`src/rtl/dmem_arb_pkg.sv`:
```
// Shared types and constants for the data-memory arbiter: FSM encoding and statistics width.
// Used by dmem_arbiter and its rr_pick priority encoder.
package dmem_arb_pkg;

  localparam int ST_W   = 2;
  localparam int STAT_W = 16;

  typedef enum logic [ST_W-1:0] {
    IDLE   = 2'd0,
    ACCESS = 2'd1,
    RESP   = 2'd2
  } state_t;

  // Saturating increment for the per-core grant counters.
  function automatic logic [STAT_W-1:0] sat_inc(input logic [STAT_W-1:0] v);
    return (&v) ? v : v + 1'b1;
  endfunction

endpackage

```
`src/rtl/rr_pick.sv`:
```
// Rotate-priority encoder: picks the first set bit of eff searching upward from ptr+1 with wrap.
// Purely combinational; the caller registers the result.
module rr_pick #(
  parameter int N_CORES = 4,
  parameter int IDX_W   = 2
) (
  input  logic [N_CORES-1:0] eff,
  input  logic [IDX_W-1:0]   ptr,
  output logic [N_CORES-1:0] onehot,
  output logic [IDX_W-1:0]   idx
);

  int best_d;

  // Distance of core i from the slot just after ptr, in rotation order.
  function automatic int dist_of(input int i, input int p);
    return (i + N_CORES - 1 - p) % N_CORES;
  endfunction

  always_comb begin
    // NOTE: every output gets a default before the loop so no latch is inferred.
    onehot = '0;
    idx    = '0;
    best_d = N_CORES;
    for (int i = 0; i < N_CORES; i++) begin
      if (eff[i] && dist_of(i, int'(ptr)) < best_d) begin
        best_d    = dist_of(i, int'(ptr));
        onehot    = '0;
        onehot[i] = 1'b1;
        idx       = IDX_W'(i);
      end
    end
  end

endmodule

```
`src/rtl/dmem_arbiter.sv`:
```
// Round-robin arbiter serialising single-word core accesses onto one synchronous data memory.
// Optional per-core grant counters are enabled with the ARB_STATS_EN macro.
module dmem_arbiter
  import dmem_arb_pkg::*;
#(
  parameter int N_CORES = 4,
  parameter int ADDR_W  = 12,
  parameter int DATA_W  = 16
) (
  input  logic                      clk,
  input  logic                      rst_n,
  input  logic [N_CORES-1:0]        core_en,
  input  logic [N_CORES-1:0]        core_req,
  input  logic [N_CORES-1:0]        core_we,
  input  logic [N_CORES*ADDR_W-1:0] core_addr,
  input  logic [N_CORES*DATA_W-1:0] core_wdata,
  output logic [N_CORES-1:0]        core_gnt,
  output logic [N_CORES-1:0]        core_rvalid,
  output logic [DATA_W-1:0]         core_rdata,
  output logic                      mem_en,
  output logic                      mem_we,
  output logic [ADDR_W-1:0]         mem_addr,
  output logic [DATA_W-1:0]         mem_wdata,
  input  logic [DATA_W-1:0]         mem_rdata,
  output logic                      busy
`ifdef ARB_STATS_EN
  ,
  output logic [N_CORES*STAT_W-1:0] grant_cnt
`endif
);

  localparam int IDX_W = (N_CORES > 1) ? $clog2(N_CORES) : 1;

  state_t              state;
  logic [IDX_W-1:0]    ptr;
  logic [N_CORES-1:0]  eff;
  logic [N_CORES-1:0]  pick_oh;
  logic [IDX_W-1:0]    pick_idx;
  logic [N_CORES-1:0]  win_oh;
  logic                win_we;
  logic                sel_we;
  logic [ADDR_W-1:0]   sel_addr;
  logic [DATA_W-1:0]   sel_wdata;

  assign eff = core_req & core_en;

  rr_pick #(.N_CORES(N_CORES), .IDX_W(IDX_W)) u_pick (
    .eff    (eff),
    .ptr    (ptr),
    .onehot (pick_oh),
    .idx    (pick_idx)
  );

  // One-hot AND-OR mux of the candidate winner's request fields.
  always_comb begin
    sel_we    = 1'b0;
    sel_addr  = '0;
    sel_wdata = '0;
    for (int i = 0; i < N_CORES; i++) begin
      if (pick_oh[i]) begin
        sel_we    = sel_we    | core_we[i];
        sel_addr  = sel_addr  | core_addr[i*ADDR_W +: ADDR_W];
        sel_wdata = sel_wdata | core_wdata[i*DATA_W +: DATA_W];
      end
    end
  end

  always_ff @(posedge clk or negedge rst_n) begin
    if (!rst_n) begin
      state       <= IDLE;
      ptr         <= IDX_W'(N_CORES - 1);
      win_oh      <= '0;
      win_we      <= 1'b0;
      core_gnt    <= '0;
      core_rvalid <= '0;
      mem_en      <= 1'b0;
      mem_we      <= 1'b0;
      mem_addr    <= '0;
      mem_wdata   <= '0;
    end else begin
      // NOTE: state and registered outputs use <= so every branch sees pre-edge values.
      core_gnt    <= '0;
      core_rvalid <= '0;
      mem_en      <= 1'b0;
      mem_we      <= 1'b0;
      mem_addr    <= '0;
      mem_wdata   <= '0;
      case (state)
        IDLE: begin
          if (|eff) begin
            state     <= ACCESS;
            ptr       <= pick_idx;
            win_oh    <= pick_oh;
            win_we    <= sel_we;
            core_gnt  <= pick_oh;
            mem_en    <= 1'b1;
            mem_we    <= sel_we;
            mem_addr  <= sel_addr;
            mem_wdata <= sel_wdata;
          end
        end
        ACCESS: begin
          state <= win_we ? IDLE : RESP;
          if (!win_we) core_rvalid <= win_oh;
        end
        RESP:    state <= IDLE;
        default: state <= IDLE;
      endcase
    end
  end

  // Read data arrives from memory during RESP, so it is passed through rather than registered.
  assign core_rdata = (state == RESP) ? mem_rdata : '0;
  assign busy       = (state != IDLE);

`ifdef ARB_STATS_EN
  logic [STAT_W-1:0] cnt [N_CORES];

  always_ff @(posedge clk or negedge rst_n) begin
    if (!rst_n) begin
      // NOTE: the counter array is a handful of flops, not a RAM, so it takes the reset.
      for (int i = 0; i < N_CORES; i++) cnt[i] <= '0;
    end else if (state == ACCESS) begin
      for (int i = 0; i < N_CORES; i++)
        if (win_oh[i]) cnt[i] <= sat_inc(cnt[i]);
    end
  end

  always_comb begin
    grant_cnt = '0;
    for (int i = 0; i < N_CORES; i++) grant_cnt[i*STAT_W +: STAT_W] = cnt[i];
  end
`endif

endmodule

```
`config.mk`:
```
export PLATFORM = sky130hd
export DESIGN_NAME = dmem_arbiter
export DESIGN_NICKNAME = d
export VERILOG_FILES = /design/src/rtl/dmem_arb_pkg.sv /design/src/rtl/rr_pick.sv /design/src/rtl/dmem_arbiter.sv
export SDC_FILE = /design/constraint.sdc
export NUM_CORES = 1
export LEC_CHECK = 0
export BUFFER_PORTS_ARGS = -buffer_cell sky130_fd_sc_hd__buf_2
export CAP_MARGIN = 20
export CORE_ASPECT_RATIO = 1.25
export CORE_MARGIN = 3
export CORE_UTILIZATION = 43
export CTS_BUF_LIST = sky130_fd_sc_hd__clkbuf_2 sky130_fd_sc_hd__clkbuf_4 sky130_fd_sc_hd__clkbuf_8
export DETAILED_ROUTE_END_ITERATION = 6
export PLACE_DENSITY = 0.95
export SKIP_LAST_GASP = 1
export SLEW_MARGIN = 20
export SYNTH_ARGS = -nofsm -noshare
export SYNTH_HDL_FRONTEND = slang
export SYNTH_HIERARCHICAL = 1
export SYNTH_SLANG_ARGS = --single-unit
```
`constraint.sdc`:
```
create_clock -name clk -period 11.6 [get_ports clk]
set_input_delay 0.58 -clock clk [delete_from_list [all_inputs] [get_ports clk]]
set_output_delay 0.58 -clock clk [all_outputs]
set_load 0.005 [all_outputs]
```
# Yosys cells after proc, flatten, opt, wreduce, memory -nomap -nowiden
# Index checks and enable logic that the tools add are counted.
# op_classes
muxes	38
addsub	4
bitwise_logic	14
eq_ne	3
n_reduce_logical	12
order_cmp	4
# op_table
operator	count
16-bit two-way mux	7
3-bit by 32-bit < comparator with 1-bit output	3
32-bit two-way mux	3
12-bit two-way mux	6
16-bit OR	3
12-bit OR	3
4-bit two-way mux	5
3-bit by 2-bit subtractor with 4-bit output, first input constant	3
1-bit two-way mux	10
2-bit two-way mux	5
2-bit OR reduction	4
1-bit AND	4
4-bit AND	1
1-bit logical AND	4
3-bit by 4-bit < comparator with 1-bit output, second input constant	1
2-bit one-hot mux with 2 select lines	1
4-bit OR reduction	1
3-bit two-way mux	1
1-bit OR	3
2-bit by 2-bit subtractor with 3-bit output, first input constant	1
2-bit by 1-bit equality test with 1-bit output, second input constant	1
2-bit equality test, second input constant	1
2-bit logical NOT	1
2-bit inequality test, second input constant	1
other kinds (2)	2
# word_totals
inputBits	142
regBits	47
word_cells	85

# Longest topological paths before layout
# depth
ltp_word	24
depth_mapped	19

# Modules after synthesis
# The synthesis kept the hierarchy.
# by_module_without_submodules
module	cells_each	n_inst	seq_area_each_um2	area_per_inst_um2
dmem_arbiter	197	1	1178.6	2169.6
rr_pick	35	1	0.0	255.2

# Worst setup path after synthesis
# No wires, ideal clock.
# synth_timing
path_kind	input-to-reg
from	input port core_req[0]
to	register win_we
setup_ns	0.139
arrival_time_ns	3.965
setup_slack_ns	7.496
path_stages	19
path_cell_list	nand2_1 -> inv_1 -> nand2_1 -> ha_1 -> and2_1 -> a2bb2oi_2 -> mux2_4 -> ha_1 -> o22ai_1 -> a22oi_4 -> mux2_4 -> ha_1 -> inv_1 -> a31oi_1 -> o311ai_1 -> nor2_1 -> a22o_1 -> a221oi_1 -> mux2i_1
# synth_between
word_cells_on_any_way	24
cone_classes	order compare: 3; mux: 11; bitwise: 4; reduce/logical: 6
# synth_lines
element	line_no	source
start, declared	dmem_arbiter.sv:13	input logic [N_CORES-1:0] core_req,
4-bit AND *	dmem_arbiter.sv:45	assign eff = core_req & core_en;
via eff[0]	dmem_arbiter.sv:36	logic [N_CORES-1:0] eff;
1-bit logical AND *	rr_pick.sv:26	if (eff[i] && dist_of(i, int'(ptr)) < best_d) begin
32-bit two-way mux *	rr_pick.sv:26	
3-bit by 32-bit < comparator with 1-bit output	rr_pick.sv:26	
1-bit logical AND	rr_pick.sv:26	
32-bit two-way mux	rr_pick.sv:26	
3-bit by 32-bit < comparator with 1-bit output	rr_pick.sv:26	
[... 3 more ...]	--	
1-bit logical AND	rr_pick.sv:26	
4-bit two-way mux *	rr_pick.sv:26	
via pick_oh[1]	dmem_arbiter.sv:37	logic [N_CORES-1:0] pick_oh;
1-bit two-way mux *	dmem_arbiter.sv:60	if (pick_oh[i]) begin
1-bit OR	dmem_arbiter.sv:61	sel_we = sel_we | core_we[i];
1-bit two-way mux *	dmem_arbiter.sv:60	
1-bit OR	dmem_arbiter.sv:61	
1-bit two-way mux *	dmem_arbiter.sv:60	
end signal, assigned	dmem_arbiter.sv:94	win_we <= sel_we;
end, declared	dmem_arbiter.sv:40	logic win_we;
# The timed path passes the listed nets; every way through them passes the cells marked *.
# A chain may end at the register's enable or synchronous reset.

# Worst setup path in the final report
# layout_timing
from	register ptr[0]
to	register mem_wdata[15]
# layout_between
word_cells_on_any_way	36
cone_classes	add/sub: 4; order compare: 4; mux: 13; bitwise: 7; reduce/logical: 8
# layout_lines
element	line_no	source
start, declared	dmem_arbiter.sv:35	logic [IDX_W-1:0] ptr;
start signal, assigned	dmem_arbiter.sv:71	ptr <= IDX_W'(N_CORES - 1);
start signal, assigned	dmem_arbiter.sv:92	ptr <= pick_idx;
2-bit by 2-bit subtractor with 3-bit output	rr_pick.sv:17	return (i + N_CORES - 1 - p) % N_CORES;
2-bit OR reduction (no line)	--	
1-bit AND (no line)	--	
3-bit by 4-bit < comparator with 1-bit output	rr_pick.sv:26	
1-bit logical AND	rr_pick.sv:26	
32-bit two-way mux	rr_pick.sv:26	
3-bit by 32-bit < comparator with 1-bit output	rr_pick.sv:26	
1-bit logical AND	rr_pick.sv:26	
[... 5 more ...]	--	
1-bit logical AND	rr_pick.sv:26	
4-bit two-way mux *	rr_pick.sv:26	
via pick_oh[2]	dmem_arbiter.sv:37	
16-bit two-way mux *	dmem_arbiter.sv:60	
16-bit OR	dmem_arbiter.sv:63	sel_wdata = sel_wdata | core_wdata[i*DATA_W +: DATA_W];
16-bit two-way mux *	dmem_arbiter.sv:60	
16-bit two-way mux *	dmem_arbiter.sv:90	if (|eff) begin
16-bit two-way mux *	dmem_arbiter.sv:88	case (state)
end signal, assigned	dmem_arbiter.sv:99	mem_wdata <= sel_wdata;
end, declared	dmem_arbiter.sv:23	output logic [DATA_W-1:0] mem_wdata,
# Marks and branches as above.

==> run metrics <==
top cell type's share of synthesized area=0.4644; Starting DRT DRC Count=171; 1st-pass router iterations=5; most common cell in the synthesized netlist=a22oi_1; initial antenna violation count=0; Reg2Reg Setup Slack=6.56 ns; # DRC=0; Placed Instances=476; Final Non-Filler Cells=~480; Commonest cells post-synth=a22oi_1, dfrtp_1, a21oi_1; FF-to-FF path depth=16; number of global-route vias before repair=roughly 2,700; CP endpoint kind=flip-flop; pins over their slew limit=0; CP required=approximately 12 ns; yosys warns=6; first-pass GRT wire length=roughly 13,000 µm; Num CTS Buffers=5; CTS Sinks=47; startpoint types=flip-flop; destination of the critical timing path=mem_wdata[15]; Worst-Margin Slew=0.9439 ns; H-tree depth=2; critical-path maximum fanout=31; final hold vios=0; Mapped Cells=roughly 230; Max Buffers Root-to-Sink=2; cell taking the most area after synthesis=dfrtp_1; EDFF count, synth=0; GRT Total Usage=0.2502; io pins=roughly 200; Setup-failing EPs final=0; root buffer cell=clkbuf_8; grt ovf=0; post-synthesis register bit count=47; routed len/inst=17.67 µm; Layout Nets=between 500 and 600; Worst Setup SP=ptr[0]; syn avg cell area=10.45 µm²; diode count=0; die area=0.006582 mm²; top cells by area, synth=dfrtp_1, a22oi_1, and2_1; RR Startpoint=ptr[0]; synthesized net count=377; Crit Path Class=flip-flop to flip-flop; max frequency=0.1985 GHz; PD cells=188.4 mW/mm²; HP Class=primary input to asynchronous set/reset pin; Worst-Skew Late Latency=0.30 ns; maximum VDD drop=0.09477 mV; Netlist Area Pre-Place=0.002425 mm²; Seq/Total Area, Yosys=0.4861; pin count of the biggest net entering global routing=48; min cycle time layout=5.038 ns; Async SR Flop Fraction=1.000; worst slew margin relative to its limit=0.3707; Synth cell types=33; CTS tree=yes; unrepaired setup endpoints after global routing=no; layout overhead on the synthesized area=45.82%; final WL=8553 µm; setup TNS=0 ns; Port-buffer cells=roughly 200; Pleak=~2.0 nW; layout cell share with drive strength beyond 1=0.5308; Top FF cell, synth=dfrtp_1; # hold bufs at CTS=0; Die Y=89.96 µm; die width=73.17 µm; Setup Fix Bufs, Post-CTS=0; Max-Cap Viols=0; DP Wirelength=6568 µm; post_cts resized=0; Vias/cell=5.599; vias post-DR=2,710; FF-to-FF End=mem_wdata[15]; Antenna Nets Post-Route=0; WP data arrival=5.26 ns; std cell rows=29; CTS clk-pin slew, worst paths=0.09 ns; crit share post-route=0.4343; Clock Skew=0.006413 ns; status=completed; Core Footprint=roughly 0.0053 mm²; Routability Congestion=0.9282; number of fill cells=around 430; Initial Util=0.4609
## sequential cells by signal, indices dropped and copies added, names as in the netlist
| signal | count |
|---|---|
| mem_wdata | 16 |
| mem_addr | 12 |
| core_gnt | 4 |
| core_rvalid | 4 |
| win_oh | 4 |
| ptr | 2 |
| state | 2 |
| mem_en | 1 |
| mem_we | 1 |
| win_we | 1 |
## critical path, stage by stage (launching register included)
cell and delay (ns):
dfstp_2 0.59, xnor2_1 0.19, inv_1 0.08, ha_1 0.30, and2_1 0.17, a2bb2oi_2 0.23, mux2_4 0.34, ha_1 0.28
o22ai_1 0.10, a22oi_4 0.34, mux2_4 0.34, ha_1 0.29, a21oi_1 0.06, o21ai_0 0.48, nor2b_4 0.74, a22oi_1 0.22
a21oi_1 0.20
## cell families (layout without fill, tap and decap cells)
kind of cell,Yosys count,after routing,share of synthesized area
xor+xnor,1,1,0.003613
flops,47,47,0.4861
mux,9,9,0.04902
fa+ha+maj,3,3,0.01548
simple gates,45,45,0.1078
compound gates,97,97,0.2771
buf+inv,30,220,0.06089
## final cells by class
class                      instances  area [µm²]  share of cell area
inverter                          13       53.80             0.01522
timing repair buffer             199        1006              0.2845
multi-input combinational        155        1126              0.3185
tap                               62       77.57             0.02194
sequential                        47        1179              0.3333
clock buffer                       5       68.82             0.01946
clock inverter                     3       25.02            0.007077
## how the worst min path moves through the flow
stage	from	endpoint	slack (ns)	cells past startpoint
3_3_place_gp	win_oh[2]	core_rvalid[2]	0.46	1
6_report	rst_n	mem_addr[6]	0.28	1
3_5_place_dp	win_oh[1]	core_rvalid[1]	0.47	1
4_1_cts	rst_n	mem_we	0.49	1
5_1_grt	rst_n	core_gnt[0]	0.32	1
2_1_floorplan	rst_n	core_gnt[0]	0.28	0
## placed cells by master, fill, tap and decap left out
cell / synthesis / routed
inv_1: 12 / 12
clkinv_4: 1 / 3
xnor2_1: 1 / 1
nand2_1: 7 / 7
nor3_1: 1 / 1
a2bb2oi_2: 1 / 1
a22oi_4: 1 / 1
a31oi_4: 0 / 1
a22oi_1: 56 / 56
ha_1: 3 / 3
nor2b_1: 2 / 1
and4b_2: 1 / 1
and2_1: 25 / 25
mux2_2: 1 / 1
o21ai_0: 3 / 3
mux2_4: 5 / 5
a21oi_1: 29 / 29
o22ai_1: 1 / 1
mux2i_1: 1 / 1
buf_2: 0 / 195
nor2_1: 4 / 2
dfrtp_1: 45 / 45
a41o_1: 1 / 1
o311ai_1: 1 / 1
mux2_1: 2 / 2
nand2b_1: 2 / 2
a22o_1: 1 / 1
or2_1: 1 / 1
nand2b_2: 1 / 1
a221oi_1: 1 / 1
clkinvlp_4: 0 / 1
nor2_2: 0 / 2
dfstp_2: 2 / 2
a31oi_1: 2 / 1
buf_4: 0 / 4
nor2b_4: 0 / 1
nor3b_1: 1 / 1
clkbuf_8: 0 / 5
## per-layer routing
metal  wire [µm]  part of all wire  track usage  up-vias
li1            -                 -            -     1232
met1        2692              0.31       0.2679     1253
met2        4708              0.55       0.4679      200
met3         950              0.11      0.05357       25
met4         200             0.023      0.08000        0
met5           0                 0            0        -
## where the power goes
group	total (mW)	internal, mW	leakage (nW)	switching [mW]
registers	0.235	0.216	0.628	0.0195
logic	0.331	0.147	1.29	0.183
clock network	0.100	0.0431	0.0443	0.0571
## per-stage QoR
stage                     utilization  hold slack (ns)  cell area (µm²)  power, mW  setup slack [ns]
final                          0.6721           0.2786             3536     0.6660             6.562
after global routing           0.6721           0.3189             3536     0.7111             6.302
after CTS                      0.6716           0.4895             3533     0.6678             6.672
after detailed placement       0.6537           0.4723             3440     0.5671             6.573
after global placement         0.6528           0.4643             3435     0.5478             6.444
after floorplan                     -           0.2844             2425     0.4418             7.496
No activity file was read; power rests on OpenSTA's default activity.
